File: src/rtl/fifo_drain_pkg.sv
// Shared types for the burst-gated FIFO read-side drain controller.
// Holds the drain FSM state encoding and the skid stage depth.
package fifo_drain_pkg;

  typedef enum logic [1:0] {
    DR_IDLE,
    DR_BURST,
    DR_FLUSH
  } drain_state_e;

  localparam int SKID_DEPTH = 2;

endpackage

File: src/rtl/fifo_burst_drain_skid.sv
// skid_buffer: 2-entry registered valid/ready stage, strict FIFO order.
// Ports: in_valid/in_data/in_last capture, out_valid/out_ready/out_data/out_last, occ.
module skid_buffer
  import fifo_drain_pkg::*;
#(
  parameter type T = logic [7:0]
) (
  input  logic       clk,
  input  logic       rst_n,
  input  logic       in_valid,
  input  T           in_data,
  input  logic       in_last,
  output logic       out_valid,
  input  logic       out_ready,
  output T           out_data,
  output logic       out_last,
  output logic [1:0] occ
);

  T           head_q, head_d;
  T           tail_q, tail_d;
  logic       hlast_q, hlast_d;
  logic       tlast_q, tlast_d;
  logic [1:0] occ_q, occ_d;
  logic       xfer;

  assign out_valid = (occ_q != 2'd0);
  assign out_data  = head_q;
  assign out_last  = hlast_q;
  assign occ       = occ_q;
  assign xfer      = out_valid && out_ready;

  always_comb begin
    head_d  = head_q;
    tail_d  = tail_q;
    hlast_d = hlast_q;
    tlast_d = tlast_q;
    occ_d   = occ_q;
    unique case (occ_q)
      2'd0: begin
        if (in_valid) begin
          head_d  = in_data;
          hlast_d = in_last;
          occ_d   = 2'd1;
        end
      end
      2'd1: begin
        if (in_valid && xfer) begin
          head_d  = in_data;
          hlast_d = in_last;
        end else if (in_valid) begin
          tail_d  = in_data;
          tlast_d = in_last;
          occ_d   = 2'd2;
        end else if (xfer) begin
          occ_d   = 2'd0;
        end
      end
      2'd2: begin
        // Full: a capture is only accepted alongside a transfer.
        if (xfer) begin
          head_d  = tail_q;
          hlast_d = tlast_q;
          if (in_valid) begin
            tail_d  = in_data;
            tlast_d = in_last;
          end else begin
            occ_d   = 2'd1;
          end
        end
      end
      default: occ_d = 2'd0;
    endcase
  end

  always_ff @(posedge clk or negedge rst_n) begin
    if (!rst_n) begin
      head_q  <= T'('0);
      tail_q  <= T'('0);
      hlast_q <= 1'b0;
      tlast_q <= 1'b0;
      occ_q   <= 2'd0;
    end else begin
      head_q  <= head_d;
      tail_q  <= tail_d;
      hlast_q <= hlast_d;
      tlast_q <= tlast_d;
      occ_q   <= occ_d;
    end
  end

endmodule

File: src/rtl/fifo_burst_drain.sv
// fifo_burst_drain: burst-gated FIFO read controller feeding a valid/ready stream.
// Ports: clk, rst_n, fifo_data/empty/count/pop, flush, m_valid/ready/data/last, busy;
// FIFO_DRAIN_PERF_EN adds stall_cycles and bursts_done.
module fifo_burst_drain
  import fifo_drain_pkg::*;
#(
  parameter type T         = logic [7:0],
  parameter int  DEPTH     = 8,
  parameter int  BURST_LEN = 4
) (
  input  logic        clk,
  input  logic        rst_n,
  input  T            fifo_data,
  input  logic        fifo_empty,
  input  logic [31:0] fifo_count,
  output logic        fifo_pop,
  input  logic        flush,
  output logic        m_valid,
  input  logic        m_ready,
  output T            m_data,
  output logic        m_last,
  output logic        busy
`ifdef FIFO_DRAIN_PERF_EN
  ,
  output logic [31:0] stall_cycles,
  output logic [15:0] bursts_done
`endif
);

  localparam int CW = $clog2(DEPTH) + 1;

  drain_state_e  state_q, state_d;
  logic [CW-1:0] beats_q, beats_d;
  logic          pend_q, pend_d;
  logic [1:0]    occ;

  // Pop depends only on registered state and fifo_empty, never m_ready.
  assign fifo_pop = (state_q != DR_IDLE)
                 && (beats_q != '0)
                 && !fifo_empty
                 && (occ < 2'(SKID_DEPTH));

  assign busy = (state_q != DR_IDLE) || (occ != 2'd0);

  always_comb begin
    state_d = state_q;
    beats_d = beats_q;
    pend_d  = pend_q;
    unique case (state_q)
      DR_IDLE: begin
        if (pend_q && !fifo_empty) begin
          state_d = DR_FLUSH;
          beats_d = fifo_count[CW-1:0];
          pend_d  = 1'b0;
        end else if (fifo_count >= 32'(BURST_LEN)) begin
          state_d = DR_BURST;
          beats_d = CW'(BURST_LEN);
        end
      end
      DR_BURST, DR_FLUSH: begin
        if (beats_q == '0) begin
          state_d = DR_IDLE;
        end else if (fifo_pop) begin
          beats_d = beats_q - CW'(1);
        end
      end
      default: state_d = DR_IDLE;
    endcase
    if (flush) begin
      pend_d = 1'b1;
    end
  end

  always_ff @(posedge clk or negedge rst_n) begin
    if (!rst_n) begin
      state_q <= DR_IDLE;
      beats_q <= '0;
      pend_q  <= 1'b0;
    end else begin
      state_q <= state_d;
      beats_q <= beats_d;
      pend_q  <= pend_d;
    end
  end

  skid_buffer #(.T(T)) u_skid (
    .clk      (clk),
    .rst_n    (rst_n),
    .in_valid (fifo_pop),
    .in_data  (fifo_data),
    .in_last  (beats_q == CW'(1)),
    .out_valid(m_valid),
    .out_ready(m_ready),
    .out_data (m_data),
    .out_last (m_last),
    .occ      (occ)
  );

`ifdef FIFO_DRAIN_PERF_EN
  logic [31:0] stall_q;
  logic [15:0] bursts_q;

  always_ff @(posedge clk or negedge rst_n) begin
    if (!rst_n) begin
      stall_q  <= '0;
      bursts_q <= '0;
    end else begin
      if (m_valid && !m_ready) begin
        stall_q <= stall_q + 32'd1;
      end
      if (m_valid && m_ready && m_last) begin
        bursts_q <= bursts_q + 16'd1;
      end
    end
  end

  assign stall_cycles = stall_q;
  assign bursts_done  = bursts_q;
`endif

endmodule

File: config.mk
export PLATFORM = sky130hd
export DESIGN_NAME = fifo_burst_drain
export DESIGN_NICKNAME = d
export VERILOG_FILES = /design/src/rtl/fifo_drain_pkg.sv /design/src/rtl/fifo_burst_drain_skid.sv /design/src/rtl/fifo_burst_drain.sv
export SDC_FILE = /design/constraint.sdc
export NUM_CORES = 1
export LEC_CHECK = 0
export BUFFER_PORTS_ARGS = -buffer_cell sky130_fd_sc_hd__buf_2
export CAP_MARGIN = 20
export CORE_MARGIN = 5
export CORE_UTILIZATION = 40
export DETAILED_ROUTE_END_ITERATION = 12
export PLACE_DENSITY_LB_ADDON = 0.2
export RECOVER_POWER = 100
export SETUP_SLACK_MARGIN = 0.1
export SYNTH_ARGS = -nofsm -noshare
export SYNTH_HDL_FRONTEND = slang
export SYNTH_SLANG_ARGS = --single-unit
File: constraint.sdc
create_clock -name clk -period 2.4 [get_ports clk]
set_input_delay 0.48 -clock clk [delete_from_list [all_inputs] [get_ports clk]]
set_output_delay 0.48 -clock clk [all_outputs]
set_load 0.005 [all_outputs]
Yosys cells after proc, flatten, opt, wreduce, memory -nomap -nowiden. Cells that the tools add are included.

Logic and storage cells: 87. Bits of input ports: 45. Output and inout port bits: 12. Register bits after elaboration: 27.

Equal/unequal tests: 15. Reductions and logical operators: 26. Magnitude comparators: 2. Multiplexer cells: 35. Add/sub/neg operators: 1.

Operators by type and width (count): $mux 8 (6); $ge 32x3->1 const B (1); $pmux 8 s3 (1); $mux 2 (9); $mux 4 (4); $pmux 8 s2 (1); $reduce_bool 2->1 (6); $mux 1 (9); $ne 2x1->1 const B (4); $ne 2x2->1 const B (4); $pmux 4 s2 (1); $reduce_and 4->1 (2); $logic_and 1x1->1 (6); $pmux 2 s3 (1); $reduce_and 5->1 (1); $eq 2x1->1 const B (2); $eq 2x2->1 const B (2); $eq 4x1->1 const B (1); $logic_not 2->1 (2); $logic_not 4->1 (1); $pmux 2 s2 (1); $reduce_and 2->1 (2); $reduce_bool 4->1 (1); $sub 4x1->4 const B (1); 10 further kinds (10).

Logic depth before layout (Yosys ltp).
Depth in word-level cells: 7. Gate-level depth with buffers: 7. Gate-level depth less buffers: 6.

Modules after synthesis. A second synthesis with hierarchy kept.

Cells, all modules: 121. Area total of the unflattened synthesis: 1566.5 um^2.

By module, submodules not included: skid_buffer (cells each 63, instances 1, sequential area each 500.5 um^2, area each 963.4 um^2); fifo_burst_drain (cells each 58, instances 1, sequential area each 175.2 um^2, area each 603.1 um^2).

Least setup slack after synthesis. Ideal clock, no wire load.

Kind: reg2reg. From: register u_skid.occ_q[0] (netlist: u_skid.occ[0]). To: register u_skid.head_q (netlist bit u_skid.out_data[0]). Buffers on the path: 2. Setup time: 0.125 ns. Setup slack: 0.518 ns. Required time: 2.275 ns. Arrival: 1.758 ns. Period minus slack after synthesis: 1.882 ns. Stages on the path, launching flop included: 7. Path through: dfrtp_1 inv_1 ha_1 clkbuf_1 clkbuf_1 mux2_2 mux2_2.

Word-level cells in the longest chain between the ends: 5. Elaborated cells between the ends (all ways): 14. Those cells by class: order compare (1); eq/ne (5); mux (1); reduce/logical (7).

Ends and longest elaborated chain: start, declared (line fifo_burst_drain_skid.sv:24) `logic [1:0] occ_q, occ_d;`; start signal, assigned (line fifo_burst_drain_skid.sv:82) `occ_q <= 2'd0;`; start signal, assigned (line fifo_burst_drain_skid.sv:88) `occ_q <= occ_d;`; $lt 2x2->1 / $reduce_bool 2->1 (equally long branches) (line fifo_burst_drain.sv:41, fifo_burst_drain_skid.sv:27); $logic_and 1x1->1, on equally long branches (line fifo_burst_drain.sv:41, fifo_burst_drain_skid.sv:31); $logic_and 1x1->1 (line fifo_burst_drain_skid.sv:48) `if (in_valid && xfer) begin`; $ne 2x1->1 (no source line); $reduce_and 4->1 (no source line); end signal, assigned (line fifo_burst_drain_skid.sv:78) `head_q <= T'('0);`; end, declared (line fifo_burst_drain_skid.sv:20) `T head_q, head_d;`.

Parallel ways exist; a longest one is shown, timed or not. A chain may end at the register's enable or synchronous reset.

Worst setup path after layout.
From: register state_q[0]. To: output fifo_pop.

Word-level cells in the longest chain between the ends: 4.

Ends and longest elaborated chain: start, declared (line fifo_burst_drain.sv:32) `drain_state_e state_q, state_d;`; start signal, assigned (line fifo_burst_drain.sv:80) `state_q <= state_d;`; $reduce_bool 2->1 (line fifo_burst_drain.sv:38) `assign fifo_pop = (state_q != DR_IDLE)`; $logic_and 1x1->1 (line fifo_burst_drain.sv:39) `&& (beats_q != '0)`; $logic_and 1x1->1 (line fifo_burst_drain.sv:40) `&& !fifo_empty`; $logic_and 1x1->1 (line fifo_burst_drain.sv:41) `&& (occ < 2'(SKID_DEPTH));`; end, declared (line fifo_burst_drain.sv:16) `output logic fifo_pop,`.

Every way passes these cells.

==> flow_summary.json <==
{
  "drv_slew": 0,
  "rr_endpoint": "u_skid.tail_q[6]",
  "crit_path_end": "fifo_pop",
  "synthTopCellsByArea": "dfrtp_1, mux2_2, ha_1, mux2i_1, inv_1",
  "yosys.area.top_type": "dfrtp_1",
  "ctsHoldBuffers": 0,
  "synth_edf_count": 0,
  "die_area_mm2": 0.00532,
  "topRoutingLayerUsed": "met4",
  "rsz0062_at_grt": "no",
  "firstDrtPassIters": 4,
  "syn-num-nets": 189,
  "die_y_um": 72.9,
  "postRouteAntennaNets": 0,
  "outcome": "finished clean",
  "overflow": 0,
  "grt_max_degree": 28,
  "timing.final.crit_period_ns": 2.15,
  "num_antenna_cells": 0,
  "fillerInstances": 360,
  "first_global_vias": 1290,
  "die_w_um": 72.9,
  "route.met3.wl_um": 371,
  "drcViolationCount": 0,
  "holdPathStages": 2,
  "crit_type": "reg2out",
  "seq_area_um2": 676,
  "avgSynthCellArea_um2": 11.6,
  "start_util_pct": 42.3,
  "ys_ff_latch": 27,
  "gp_congestion": 0.739,
  "hold_viol": 0,
  "antenna_found_initial": 0,
  "maxCapViolCount": 0,
  "nets": 247,
  "h-tree-depth": 1,
  "met2RoutedLength_mm": 1.59,
  "drive_gt1_share_pct": 42.5,
  "yosysWarningCount": 0,
  "cts_tree": "done",
  "drt_iter0_drc": 25,
  "reg2reg_from": "state_q[0]",
  "fin_tns_setup_ns": 0,
  "reg2reg_depth": 6,
  "rows": 22,
  "ir_drop_mv": 0.550,
  "ys.flop_type": "dfrtp_1",
  "multi_input_area_um2": 837,
  "clock_path_buffers": 2,
  "layout_common_cells": "buf_2, dfrtp_1, mux2_2, clkbuf_1, inv_1",
  "path_clk_slew_ns": 0.10,
  "timing.final.crit_share_pct": 89.4,
  "num_vias": 1220,
  "dp_hpwl_mm": 2.68,
  "fin_skew_ns": 0.0108,
  "worstPathArrival_ns": 1.67,
  "ctsRootBufferMaster": "clkbuf_8",
  "power_uw": 2130,
  "synth_cells": 136,
  "cts_sinks": 27,
  "track_usage_pct": 13.2,
  "via_per_inst": 5.06,
  "hp-class": "in2reg",
  "final-setup-viol-count": 0,
  "slew_headroom_pct": 3.73,
  "crit_start": "state_q[0]",
  "io_buffer_count": 56,
  "clock_latency_ns": 0.28,
  "cts_inserted_buffers": 3,
  "wire_per_inst_um": 13.8,
  "boundaryPins": 57,
  "yosys.area.top_type_share_pct": 42.7,
  "final_common_cell": "buf_2",
  "syn2layout_area_growth_pct": 21.7,
  "yosysSeqAreaShare_pct": 42.7,
  "tightestPinTransition_ns": 1.44,
  "grt_pass1_wl_mm": 5.53,
  "end_kind": "output pin",
  "path_max_fanout": 5,
  "wl_met1_mm": 1.33,
  "start_kind": "register",
  "coreArea_mm2": 0.00374,
  "rrSetupSlack_ns": 0.31,
  "cp.required_ns": 1.92,
  "power.density_mw_per_mm2": 1110,
  "yosysUniqueCellTypes": 37,
  "finalWirelength_mm": 3.33,
  "syn_area_mm2": 0.00158,
  "async_reset_ff_share_pct": 100,
  "max_freq_mhz": 466,
  "leakage_uw": 0.000893
}
[power by group]
part           internal, uW  switching (uW)  leakage (uW)
Clock                   119             142     0.0000228
Combinational           573             502      0.000544
Sequential              673             125      0.000326
Total                  1370             769      0.000893
[metal layers]
layer | global-route usage [%] | vias up
li1 | - | 603
met1 | 14.3 | 564
met2 | 23.4 | 49
met3 | 3.99 | 4
met4 | 5.53 | 0
met5 | 0 | -
[sequential cells by signal (all words and copies together), names as in the netlist]
signal and count:
beats_q 4, pend_q 1, state_q 2, u_skid.occ 2
u_skid.out_data 8, u_skid.out_last 1, u_skid.tail_q 8, u_skid.tlast_q 1
[worst min path at each step]
| stage | start | slack [ns] | endpoint |
|---|---|---|---|
| 2_1_floorplan | rst_n | 0.18 | beats_q[0] |
| 3_3_place_gp | state_q[1] | 0.48 | state_q[1] |
| 3_5_place_dp | u_skid.out_data[1] | 0.49 | u_skid.out_data[1] |
| 4_1_cts | rst_n | 0.22 | state_q[0] |
| 5_1_grt | flush | 0.38 | pend_q |
| 6_report | flush | 0.38 | pend_q |
[cell usage after synthesis, drive strengths merged, types with 2 or more instances]
master	count
dfrtp	27
nor4	7
nor2	7
a22oi	2
xnor2	2
nand4	2
clkbuf	2
nand2b	4
mux2	28
and3b	2
mux2i	5
buf	2
nor3	2
inv	9
ha	8
o21ai	5
nand2	6
nor3b	2
[metrics by stage]
| stage | setup slack (ns) | hold WS [ns] | util [%] | instance area [um2] | instances |
|---|---|---|---|---|---|
| CTS | 0.229 | 0.224 | 52.3 | 1960 | 241 |
| detailed placement | 0.232 | 0.488 | 51.1 | 1910 | 237 |
| finish | 0.254 | 0.383 | 51.5 | 1930 | 241 |
| floorplan | 0.518 | 0.184 | - | 1580 | 136 |
| global route | 0.158 | 0.382 | 51.5 | 1930 | 241 |
| global placement | 0.299 | 0.476 | 51.1 | 1910 | 237 |
[logic make-up (layout without fill, tap and decap cells)]
| logic type | after synthesis | in the layout | share of synthesized area (%) |
|---|---|---|---|
| XOR/XNOR | 3 | 3 | 1.66 |
| multiplexers | 33 | 33 | 23.1 |
| AO/OA/AOI/OAI | 15 | 15 | 6.96 |
| adder cells (fa/ha/maj) | 8 | 8 | 6.32 |
| flip-flops | 27 | 27 | 42.7 |
| buffers and inverters | 13 | 70 | 3.32 |
| AND/OR/NAND/NOR | 37 | 37 | 16.0 |
[critical path, cell delays in order (launching register included)]
cell and delay (ns):
dfrtp_1 0.34, inv_1 0.05, ha_1 0.25, or3_4 0.36, nor2_1 0.23, clkbuf_1 0.16
[final cells by class]
| class | count | area share, % |
|---|---|---|
| Tap cell | 48 | 3.12 |
| Clock buffer | 4 | 2.34 |
| Multi-Input combinational cell | 96 | 43.4 |
| Timing Repair Buffer | 57 | 14.3 |
| Inverter | 9 | 1.75 |
| Sequential cell | 27 | 35.1 |
[what timing repair did]
item / in CTS / in global routing
buffers inserted: 0 / 0
setup endpoints to repair: 0 / 6
resized for setup: 0 / 1
endpoints found under the hold margin: 0 / 0
(Power assumes the default switching activity.)
